### config.mk
export PLATFORM = sky130hd
export DESIGN_NAME = uart_cmd_tx_flat
export DESIGN_NICKNAME = d
export VERILOG_FILES = /design/src/rtl/uart_cmd_pkg.sv /design/src/rtl/uart_cmd_tx_if.sv /design/src/rtl/uart_cmd_tx_sync_fifo.sv /design/src/rtl/uart_cmd_tx.sv /design/src/flat_wrapper.sv
export SDC_FILE = /design/constraint.sdc
export NUM_CORES = 1
export LEC_CHECK = 0
export ABC_AREA = 1
export BUFFER_PORTS_ARGS = -buffer_cell sky130_fd_sc_hd__buf_4
export CAP_MARGIN = 20
export CORE_MARGIN = 2
export CORE_UTILIZATION = 35
export DETAILED_ROUTE_END_ITERATION = 7
export PLACE_DENSITY_LB_ADDON = 0.08
export SYNTH_ARGS = -nofsm -noshare
export SYNTH_HDL_FRONTEND = slang
export SYNTH_SLANG_ARGS = --single-unit
### constraint.sdc
create_clock -name clk -period 2.15 [get_ports clk]
set_input_delay 0.3225 -clock clk [delete_from_list [all_inputs] [get_ports clk]]
set_output_delay 0.3225 -clock clk [all_outputs]
set_load 0.05 [all_outputs]
### src/rtl/uart_cmd_pkg.sv
// Shared types and command encodings for the PC-controller UART transmit path.
// Commands are {3-bit opcode, 5-bit payload}.
package uart_cmd_pkg;

    typedef enum logic [1:0] {
        ST_IDLE,
        ST_START,
        ST_DATA,
        ST_STOP
    } tx_state_t;

    localparam logic [2:0] OP_RIGHT   = 3'b000;
    localparam logic [2:0] OP_LEFT    = 3'b001;
    localparam logic [2:0] OP_UP      = 3'b010;
    localparam logic [2:0] OP_DOWN    = 3'b011;
    localparam logic [2:0] OP_SPECIAL = 3'b100;
    localparam logic [2:0] OP_LETTER  = 3'b101;
    localparam logic [2:0] OP_NUMBER  = 3'b110;

    localparam logic [4:0] SP_CENTRE    = 5'b00001;
    localparam logic [4:0] SP_CURSOR_LO = 5'b00010;
    localparam logic [4:0] SP_CURSOR_HI = 5'b01001;
    localparam logic [4:0] SP_LCLICK    = 5'b01010;
    localparam logic [4:0] SP_RCLICK    = 5'b01011;
    localparam logic [4:0] SP_BKSP      = 5'b01111;

    function automatic logic [7:0] mk_cmd(
        input logic [2:0] op,
        input logic [4:0] payload
    );
        return {op, payload};
    endfunction

endpackage

### src/rtl/uart_cmd_tx_if.sv
// Command byte valid/ready handshake into the UART transmit stage.
// The producer is the master; the transmitter is the slave.
interface uart_cmd_tx_if;
    logic [7:0] cmd_data;
    logic       cmd_valid;
    logic       cmd_ready;

    modport master (
        output cmd_data,
        output cmd_valid,
        input  cmd_ready
    );

    modport slave (
        input  cmd_data,
        input  cmd_valid,
        output cmd_ready
    );
endinterface

### src/rtl/uart_cmd_tx_sync_fifo.sv
// Single-clock FIFO with occupancy count; pointers wrap modulo DEPTH.
// Push on full and pop on empty are ignored.
module sync_fifo #(
    parameter int WIDTH = 8,
    parameter int DEPTH = 8
) (
    input  logic                     clk,
    input  logic                     reset,
    input  logic                     push,
    input  logic [WIDTH-1:0]         wr_data,
    input  logic                     pop,
    output logic [WIDTH-1:0]         rd_data,
    output logic                     full,
    output logic                     empty,
    output logic [$clog2(DEPTH):0]   count
);
    localparam int AW = $clog2(DEPTH);
    localparam logic [AW:0] FULL_CNT = (AW+1)'(DEPTH);

    logic [WIDTH-1:0] mem [DEPTH];
    logic [AW-1:0]    wr_ptr;
    logic [AW-1:0]    rd_ptr;
    logic             do_push;
    logic             do_pop;

    assign full    = (count == FULL_CNT);
    assign empty   = (count == '0);
    assign do_push = push && !full;
    assign do_pop  = pop && !empty;
    assign rd_data = mem[rd_ptr];

    always_ff @(posedge clk) begin
        if (do_push) mem[wr_ptr] <= wr_data;
    end

    always_ff @(posedge clk) begin
        if (reset) begin
            wr_ptr <= '0;
            rd_ptr <= '0;
            count  <= '0;
        end else begin
            if (do_push) wr_ptr <= wr_ptr + 1'b1;
            if (do_pop)  rd_ptr <= rd_ptr + 1'b1;
            case ({do_push, do_pop})
                2'b10:   count <= count + 1'b1;
                2'b01:   count <= count - 1'b1;
                default: count <= count;
            endcase
        end
    end
endmodule

### src/rtl/uart_cmd_tx.sv
// Buffered UART 8N1 command transmitter: FIFO of command bytes feeding
// a start/data/stop serialiser that chains frames back to back.
module uart_cmd_tx
    import uart_cmd_pkg::*;
#(
    parameter int CLK_HZ       = 50_000_000,
    parameter int BAUD         = 115_200,
    parameter int CLKS_PER_BIT = CLK_HZ / BAUD,
    parameter int FIFO_DEPTH   = 8
) (
    input  logic                          clk,
    input  logic                          reset,
    uart_cmd_tx_if.slave                  cmd,
    input  logic                          tx_enable,
    output logic                          TxD,
    output logic                          busy,
    output logic [$clog2(FIFO_DEPTH):0]   fifo_count,
    output logic                          overflow
);
    localparam logic [15:0] BAUD_LAST = 16'(CLKS_PER_BIT - 1);

    tx_state_t   state, state_n;
    logic [15:0] baud_cnt, baud_n;
    logic [2:0]  bit_idx, bit_n;
    logic [7:0]  shreg, sh_n;
    logic        txd_n;
    logic [7:0]  head;
    logic        full, empty;
    logic        push, pop;
    logic        bit_done, can_pop;

    // Ready depends only on occupancy and reset, never on cmd_valid.
    assign cmd.cmd_ready = !full && !reset;
    assign push          = cmd.cmd_valid && cmd.cmd_ready;
    assign bit_done      = (baud_cnt == BAUD_LAST);
    assign can_pop       = !empty && tx_enable;

    sync_fifo #(
        .WIDTH (8),
        .DEPTH (FIFO_DEPTH)
    ) u_fifo (
        .clk     (clk),
        .reset   (reset),
        .push    (push),
        .wr_data (cmd.cmd_data),
        .pop     (pop),
        .rd_data (head),
        .full    (full),
        .empty   (empty),
        .count   (fifo_count)
    );

    always_ff @(posedge clk) begin
        if (reset) begin
            state    <= ST_IDLE;
            baud_cnt <= '0;
            bit_idx  <= '0;
            shreg    <= '0;
            TxD      <= 1'b1;
            overflow <= 1'b0;
        end else begin
            state    <= state_n;
            baud_cnt <= baud_n;
            bit_idx  <= bit_n;
            shreg    <= sh_n;
            TxD      <= txd_n;
            if (cmd.cmd_valid && !cmd.cmd_ready) overflow <= 1'b1;
        end
    end

    always_comb begin
        state_n = state;
        baud_n  = baud_cnt + 16'd1;
        bit_n   = bit_idx;
        sh_n    = shreg;
        txd_n   = TxD;
        unique case (state)
            ST_IDLE: begin
                baud_n = '0;
                txd_n  = 1'b1;
                if (can_pop) begin
                    state_n = ST_START;
                    sh_n    = head;
                    txd_n   = 1'b0;
                end
            end
            ST_START: begin
                if (bit_done) begin
                    state_n = ST_DATA;
                    baud_n  = '0;
                    bit_n   = '0;
                    txd_n   = shreg[0];
                end
            end
            ST_DATA: begin
                if (bit_done) begin
                    baud_n = '0;
                    if (bit_idx == 3'd7) begin
                        state_n = ST_STOP;
                        txd_n   = 1'b1;
                    end else begin
                        bit_n = bit_idx + 3'd1;
                        sh_n  = {1'b0, shreg[7:1]};
                        txd_n = shreg[1];
                    end
                end
            end
            ST_STOP: begin
                if (bit_done) begin
                    baud_n = '0;
                    // Chain straight into the next start bit when possible.
                    if (can_pop) begin
                        state_n = ST_START;
                        sh_n    = head;
                        txd_n   = 1'b0;
                    end else begin
                        state_n = ST_IDLE;
                        txd_n   = 1'b1;
                    end
                end
            end
            default: begin
                state_n = ST_IDLE;
                txd_n   = 1'b1;
            end
        endcase
    end

    always_comb begin
        pop = 1'b0;
        unique case (state)
            ST_IDLE: pop = can_pop;
            ST_STOP: pop = bit_done && can_pop;
            default: pop = 1'b0;
        endcase
        busy = (state != ST_IDLE) || !empty;
    end
endmodule

### src/flat_wrapper.sv
// flat-port wrapper written by rule: the top's interface ports become plain ports
module uart_cmd_tx_flat import uart_cmd_pkg::*;
#(
    parameter int CLK_HZ       = 50_000_000,
    parameter int BAUD         = 115_200,
    parameter int CLKS_PER_BIT = CLK_HZ / BAUD,
    parameter int FIFO_DEPTH   = 8
)
  (clk, reset, tx_enable, TxD, busy, fifo_count, overflow, cmd_cmd_data, cmd_cmd_valid, cmd_cmd_ready);
  uart_cmd_tx_if cmd_i ();
  input  logic clk;
  input  logic reset;
  input  logic tx_enable;
  output logic TxD;
  output logic busy;
  output logic [$clog2(FIFO_DEPTH):0] fifo_count;
  output logic overflow;
  input wire logic [$bits(cmd_i.cmd_data)-1:0] cmd_cmd_data;
  input wire logic [$bits(cmd_i.cmd_valid)-1:0] cmd_cmd_valid;
  output wire logic [$bits(cmd_i.cmd_ready)-1:0] cmd_cmd_ready;
  assign cmd_i.cmd_data = cmd_cmd_data;
  assign cmd_i.cmd_valid = cmd_cmd_valid;
  assign cmd_cmd_ready = cmd_i.cmd_ready;
  uart_cmd_tx #(.CLK_HZ(CLK_HZ), .BAUD(BAUD), .CLKS_PER_BIT(CLKS_PER_BIT), .FIFO_DEPTH(FIFO_DEPTH)) u_core (.clk(clk), .reset(reset), .cmd(cmd_i), .tx_enable(tx_enable), .TxD(TxD), .busy(busy), .fifo_count(fifo_count), .overflow(overflow));
endmodule
======== After elaboration in Yosys (flattened, before gate mapping) ========
Memory sizes are Yosys's and may differ from the RTL's. A register that Yosys moved wholly into a read port is not among the register bits.
Index checks and enable logic that the tools add are counted.
W data, S select, Z words.
storage, ports and cells
  bits in registers ....................... 41
  bits in writable memories ............... 64
  input bits .............................. 12
  output and inout bits ................... 8
  memories ................................ 1
cells by class
  add/sub/neg operators ................... 6
  eq/ne operators ......................... 14
  muxes and demuxes ....................... 30
  reduce and logical (&&, ||, !) cells .... 23
memories
  memory             words  bits a word  rd ports  clocked after Yosys merged registers in  write ports  line                         text
  u_core.u_fifo.mem  8      8            1         1                                        1            uart_cmd_tx_sync_fifo.sv:20  logic [WIDTH-1:0] mem [DEPTH];
operator list
  operator                 number
  $mux W8                  4
  $pmux W16 S2             1
  $pmux W8 S3              1
  $add A16 B1 Y16 const B  1
  $eq A16 B9 Y1 const B    1
  $mux W16                 1
  $mux W3                  5
  $mux W2                  5
  $ne A2 B1 Y1 const B     5
  $add A3 B1 Y3 const B    3
  $mux W1                  8
  $pmux W2 S4              1
  $pmux W4 S2              1
  $reduce_and A4 Y1        2
  $logic_and A1 B1 Y1      7
  $eq A2 B2 Y1 const B     3
  $pmux W3 S2              1
  $reduce_bool A2 Y1       3
  $reduce_and A5 Y1        1
  $add A4 B1 Y4 const B    1
  $eq A2 B1 Y1 const B     2
  $eq A4 B4 Y1 const B     1
  $logic_not A1 Y1         4
  $logic_not A4 Y1         1
  other kinds (10)         10

======== Logic depth before layout (Yosys ltp) ========
  depth after elaboration ................. 8
  depth in mapped cells ................... 18
  mapped depth without buffers ............ 18

======== Modules after synthesis ========
A second synthesis with hierarchy kept.
unflattened totals
  cell total of the unflattened synthesis .. 520
  area, all modules ....................... 4948.5 sq um
modules (own cells, without submodules)
  module       times used  cells an instance  area each (sq um)  sequential area each (sq um)
  sync_fifo    1           276                3215.6             2182.1
  uart_cmd_tx  1           244                1732.9             620.6

======== Worst setup path before layout ========
OpenSTA, ideal clock, no wires.
  path kind ............................... register to register
  start point ............................. reg u_core.u_fifo.count[0]
  end point ............................... reg u_core.u_fifo.count[2]
  library setup time ...................... 0.115 ns
  data arrival time ....................... 2.645 ns
  setup slack ............................. -0.611 ns
  cell stages (with the launch flop) ...... 13
  path buffers ............................ 0
  path through ............................ dfxtp_1 -> nor2_1 -> nand3_1 -> nand2_1 -> inv_1 -> nand2_1 -> ha_1 -> xor2_1 -> ha_1 -> a21oi_1 -> xnor2_1 -> o21ai_0 -> inv_1
between the ends
  elaborated cells on any way between the ends .. 17
RTL lines
  element                                            line                         text
  from (decl)                                        uart_cmd_tx_sync_fifo.sv:15  output logic [$clog2(DEPTH):0] count
  from (signal assigned)                             uart_cmd_tx_sync_fifo.sv:45  2'b10: count <= count + 1'b1;
  from (signal assigned)                             uart_cmd_tx_sync_fifo.sv:46  2'b01: count <= count - 1'b1;
  from (signal assigned)                             uart_cmd_tx_sync_fifo.sv:47  default: count <= count;
  $eq A4 B4 Y1 *                                     uart_cmd_tx_sync_fifo.sv:26  assign full = (count == FULL_CNT);
  $logic_not A1 Y1 *                                 uart_cmd_tx.sv:33            assign cmd.cmd_ready = !full && !reset;
  $logic_and A1 B1 Y1 *                              uart_cmd_tx.sv:33
  via cmd_cmd_ready                                  flat_wrapper.sv:20           output wire logic [$bits(cmd_i.cmd_ready)-1:0] cmd_cmd_ready;
  $logic_and A1 B1 Y1 *                              uart_cmd_tx.sv:34            assign push = cmd.cmd_valid && cmd.cmd_ready;
  $logic_and A1 B1 Y1 *                              uart_cmd_tx_sync_fifo.sv:28  assign do_push = push && !full;
  $eq A2 B1 Y1 or $eq A2 B2 Y1 (tied branches)       uart_cmd_tx_sync_fifo.sv:44  case ({do_push, do_pop})
  $pmux W4 S2 or $reduce_bool A2 Y1 (tied branches)  -
The timed path passes the listed nets; every way through them passes the cells marked *.
A chain may end at the register's enable or synchronous reset.

======== Final worst setup path ========
  start point ............................. reg u_core.baud_cnt[1]
  end point ............................... reg u_core.u_fifo.count[2]
between the ends
  cells in the longest elaborated chain, start to end .. 6
  elaborated cells on any way between the ends .. 8
ends and longest elaborated chain
  element                                            line                         text
  from (decl)                                        uart_cmd_tx.sv:23            logic [15:0] baud_cnt, baud_n;
  from (signal assigned)                             uart_cmd_tx.sv:63            baud_cnt <= baud_n;
  $eq A16 B9 Y1 *                                    uart_cmd_tx.sv:35            assign bit_done = (baud_cnt == BAUD_LAST);
  $logic_and A1 B1 Y1 *                              uart_cmd_tx.sv:133           ST_STOP: pop = bit_done && can_pop;
  $pmux W1 S2 *                                      uart_cmd_tx.sv:131           unique case (state)
  $logic_and A1 B1 Y1 *                              uart_cmd_tx_sync_fifo.sv:29  assign do_pop = pop && !empty;
  via u_core.u_fifo.do_pop                           uart_cmd_tx_sync_fifo.sv:24  logic do_pop;
  $eq A2 B1 Y1 or $eq A2 B2 Y1 (tied branches)       uart_cmd_tx_sync_fifo.sv:44
  $pmux W4 S2 or $reduce_bool A2 Y1 (tied branches)  -
Marks and branches as above.

==> metrics.txt <==
clk sinks 108; Post-Syn Area per Cell ~9 µm²; Detailed Routing Iterations Pass 1 4; core region area 0.0137 mm²; root buf cell clkbuf_16; Syn. warnings 0; worst min path class in2reg; H-tree Lvls 3; Vias/cell 4.76; clock skew around 0.0066 ns; post-route minimum period 2.03 ns; RSZ-0062 raised after global routing yes; Synth Area in XOR/XNOR 0.0162; Top Layer Used met4; Clock Power Share 0.247; vias in the first global route about 3600; worst skew pair latency 0.35 ns; die height roughly 120 µm; DRT iter0 DRCs around 190; Adder-Cell Fraction of Synth Area 0.0361; Setup WS pre-CTS 0.00714 ns; Die Area about 0.015 mm²; WP data arrival 2.28 ns; Pins Over Slew Limit 0; FF-to-FF path depth 17; Reg2Reg Setup Slack ~0.12 ns; CTS tree built; Post-Synth Simple-Gate Area 0.261; Final setup viols 0; DRC 0; layout cells sized above 1 0.192; Crit path required time 2.40 ns; Worst path depth 17; Critical Path Source u_core.baud_cnt[1]; global route overflow 0; largest net degree at the start of global routing 21; Worst path top cell family by delay adder cells; CP max-delay cell dfxtp_2; Met2 Wirelength ~5400 µm; #FFs+latches synth approximately 110; routed len/inst 14.5 µm; Pwr per Cell Area about 1200 mW/mm²; die width roughly 120 µm; Starting Density 0.354; Slew HR 0.695; Total GRT Usage 0.164; Critical Path Source Type register; crit path max fanout 3; final worst path period share 0.946; CP Capture Type register; Buf/Inv on CP 3; num rows 43; MaxCap Viol Count 0; Pwr Total 6.73 mW; RD Place Congestion 0.819; DP Wirelength roughly 7600 µm; P&R area growth vs syn 20.3%; final core utilization 0.426; I/O pins 20; CP max stage delay between 0.3 and 0.4 ns; Flop pwr share 0.384; R2R Path End u_core.u_fifo.count[2]; crit path kind reg2reg; I/O Buffers 19; Cells after Synth roughly 540; Critical Path, Cell by Cell inv_2, ha_4, nand2_2, nor2_2, nand2_1, nor2_1, nand2_1, nand2_2, nand2_2, inv_2, ha_4, xor2_4, ha_2, a21oi_1, xnor2_1, o21ai_1, inv_1; switching power roughly 2.5 mW; complex-gate fraction of the synthesized area 0.0608; Vias about 3700; reg2reg start u_core.baud_cnt[1]; routed wire length 11200 µm; Metal-1 WL between 5000 and 6000 µm; internal power 4.21 mW; Routed Antenna Nets 0; VDD IR max 0.774 mV; deepest clock path buffer count 2; # nets final around 620; Sw Ratio 0.375; Worst Setup EP u_core.u_fifo.count[2]; post-synth cell types 32; post-synthesis mux area share 0; final hold vios 0; first-pass GRT wire length approximately 18000 µm; Met3 Routed Length ~360 µm; initial antenna violation count 0; register area share after synthesis 0.577; clock slew at reported path FFs 0.07 ns; Comb pwr share 0.369; post-synthesis cell area slightly below 0.005 mm²; status complete, no violations; setup ws final 0.115 ns; Mapped Nets around 560; Pleak around 2.3 nW; TritonCTS Buffers 9; diodes inserted 0; Max Clk Rate 491 MHz; Worst Max-Slew Pin Slew roughly 0.46 ns; Top cell by count, worst path nand2_2; combinational family with the most area after synthesis simple AND/OR/NAND/NOR gates
==> flip-flops by register name, summed over array words and instances (netlist names), named ones only <==
signal and cells:
u_core.state 2, u_core.u_fifo.rd_ptr 3, u_core.TxD 1, u_core.baud_cnt 16
u_core.bit_idx 3, u_core.u_fifo.mem 64, u_core.u_fifo.count 4, u_core.overflow 1
u_core.shreg 8, u_core.u_fifo.wr_ptr 3
==> through the flow <==
step	std cells	hold slack, ns	setup TNS (ns)	instance area (µm²)
after floorplan	537	0.421	0	4910
after global placement	756	0.450	0	5470
after detailed placement	756	0.457	0	5470
after CTS	772	0.187	0	5770
after global routing	775	0.190	-0.122	5840
final	775	0.199	0	5840
==> power groups by stage <==
| stage | Sequential, mW | Combinational, mW | Clock (mW) |
|---|---|---|---|
| final | 2.58 | 2.48 | 1.66 |
| after detailed placement | 2.61 | 2.40 | 0 |
| after CTS | 2.57 | 2.41 | 1.72 |
| after global routing | 2.62 | 2.81 | 1.78 |
| after floorplan | 2.70 | 1.59 | 0 |
| after global placement | 2.61 | 2.39 | 0 |
==> repair_timing <==
action	4_1_cts	5_1_grt
gates resized for setup	0	18
setup endpoints to repair	1	3
pin swaps	1	8
hold buffers	0	0
setup buffers	0	3
==> worst min-delay path by stage <==
stage                         from  cells after the start  slack [ns]                       to
2_1_floorplan      cmd_cmd_data[0]                      0        0.42  u_core.u_fifo.mem[0][0]
3_3_place_gp   u_core.baud_cnt[14]                      2        0.45      u_core.baud_cnt[14]
3_5_place_dp   u_core.baud_cnt[14]                      2        0.46      u_core.baud_cnt[14]
4_1_cts            cmd_cmd_data[0]                      1        0.19  u_core.u_fifo.mem[2][0]
5_1_grt            cmd_cmd_data[0]                      1        0.19  u_core.u_fifo.mem[6][0]
6_report           cmd_cmd_data[0]                      1        0.20  u_core.u_fifo.mem[6][0]
==> layer usage <==
metal,global-route usage,vias up
met3,0.0435,16
met1,0.198,1731
met5,0,-
li1,-,1891
met4,0.0596,0
met2,0.280,52
==> cells by family after synthesis <==
group | Yosys count
flip-flops | 108
adder cells (fa/ha/maj) | 14
buffers and inverters | 58
AND/OR/NAND/NOR | 296
XOR/XNOR | 9
AO/OA/AOI/OAI | 52
==> layout by cell type, fill, tap and decap left out, drive strengths merged, types with 2 or more instances in the layout <==
master,n
clkbuf,11
clkinvlp,2
nand2,153
inv,41
o22ai,2
nor2,69
nor3,5
nand3,60
o211ai,5
dfxtp,44
clkinv,2
edfxtp,64
o21ai,17
a21oi,26
nand4,7
buf,59
xor2,8
ha,14
==> layout make-up <==
| class | instances | area (µm²) |
|---|---|---|
| Tap cell | 180 | 225 |
| Multi-Input combinational cell | 371 | 1900 |
| Clock buffer | 11 | 233 |
| Clock inverter | 5 | 61.3 |
| Fill cell | 1394 | 7880 |
| Inverter | 41 | 158 |
| Timing Repair Buffer | 59 | 443 |
| Sequential cell | 108 | 2820 |
==> Yosys cell counts <==
cell	instances	area, µm²
a211oi_1	1	7.51
nor2_2	2	12.5
o21ai_2	1	8.76
o21ai_0	14	70.1
inv_1	37	139
nand3_2	3	30.0
or2_2	1	6.26
a21oi_1	25	125
clkbuf_1	5	18.8
a21oi_4	1	16.3
nand2_1	150	563
nand3_1	57	285
o21ai_1	2	10.0
dfxtp_1	44	881
ha_1	14	175
xnor2_1	1	8.76
o31ai_1	1	7.51
nor2_4	1	11.3
nand4_1	7	43.8
nand2_4	1	11.3
buf_4	1	7.51
buf_2	11	55.1
nor2_1	66	248
nand2_2	2	12.5
xor2_1	8	70.1
edfxtp_1	64	1920
o211ai_1	5	37.5
inv_2	4	15.0
o22ai_1	2	12.5
nor3b_1	1	7.51
nor3_4	1	16.3
nor3_1	4	20.0
(Power assumes the default switching activity.)
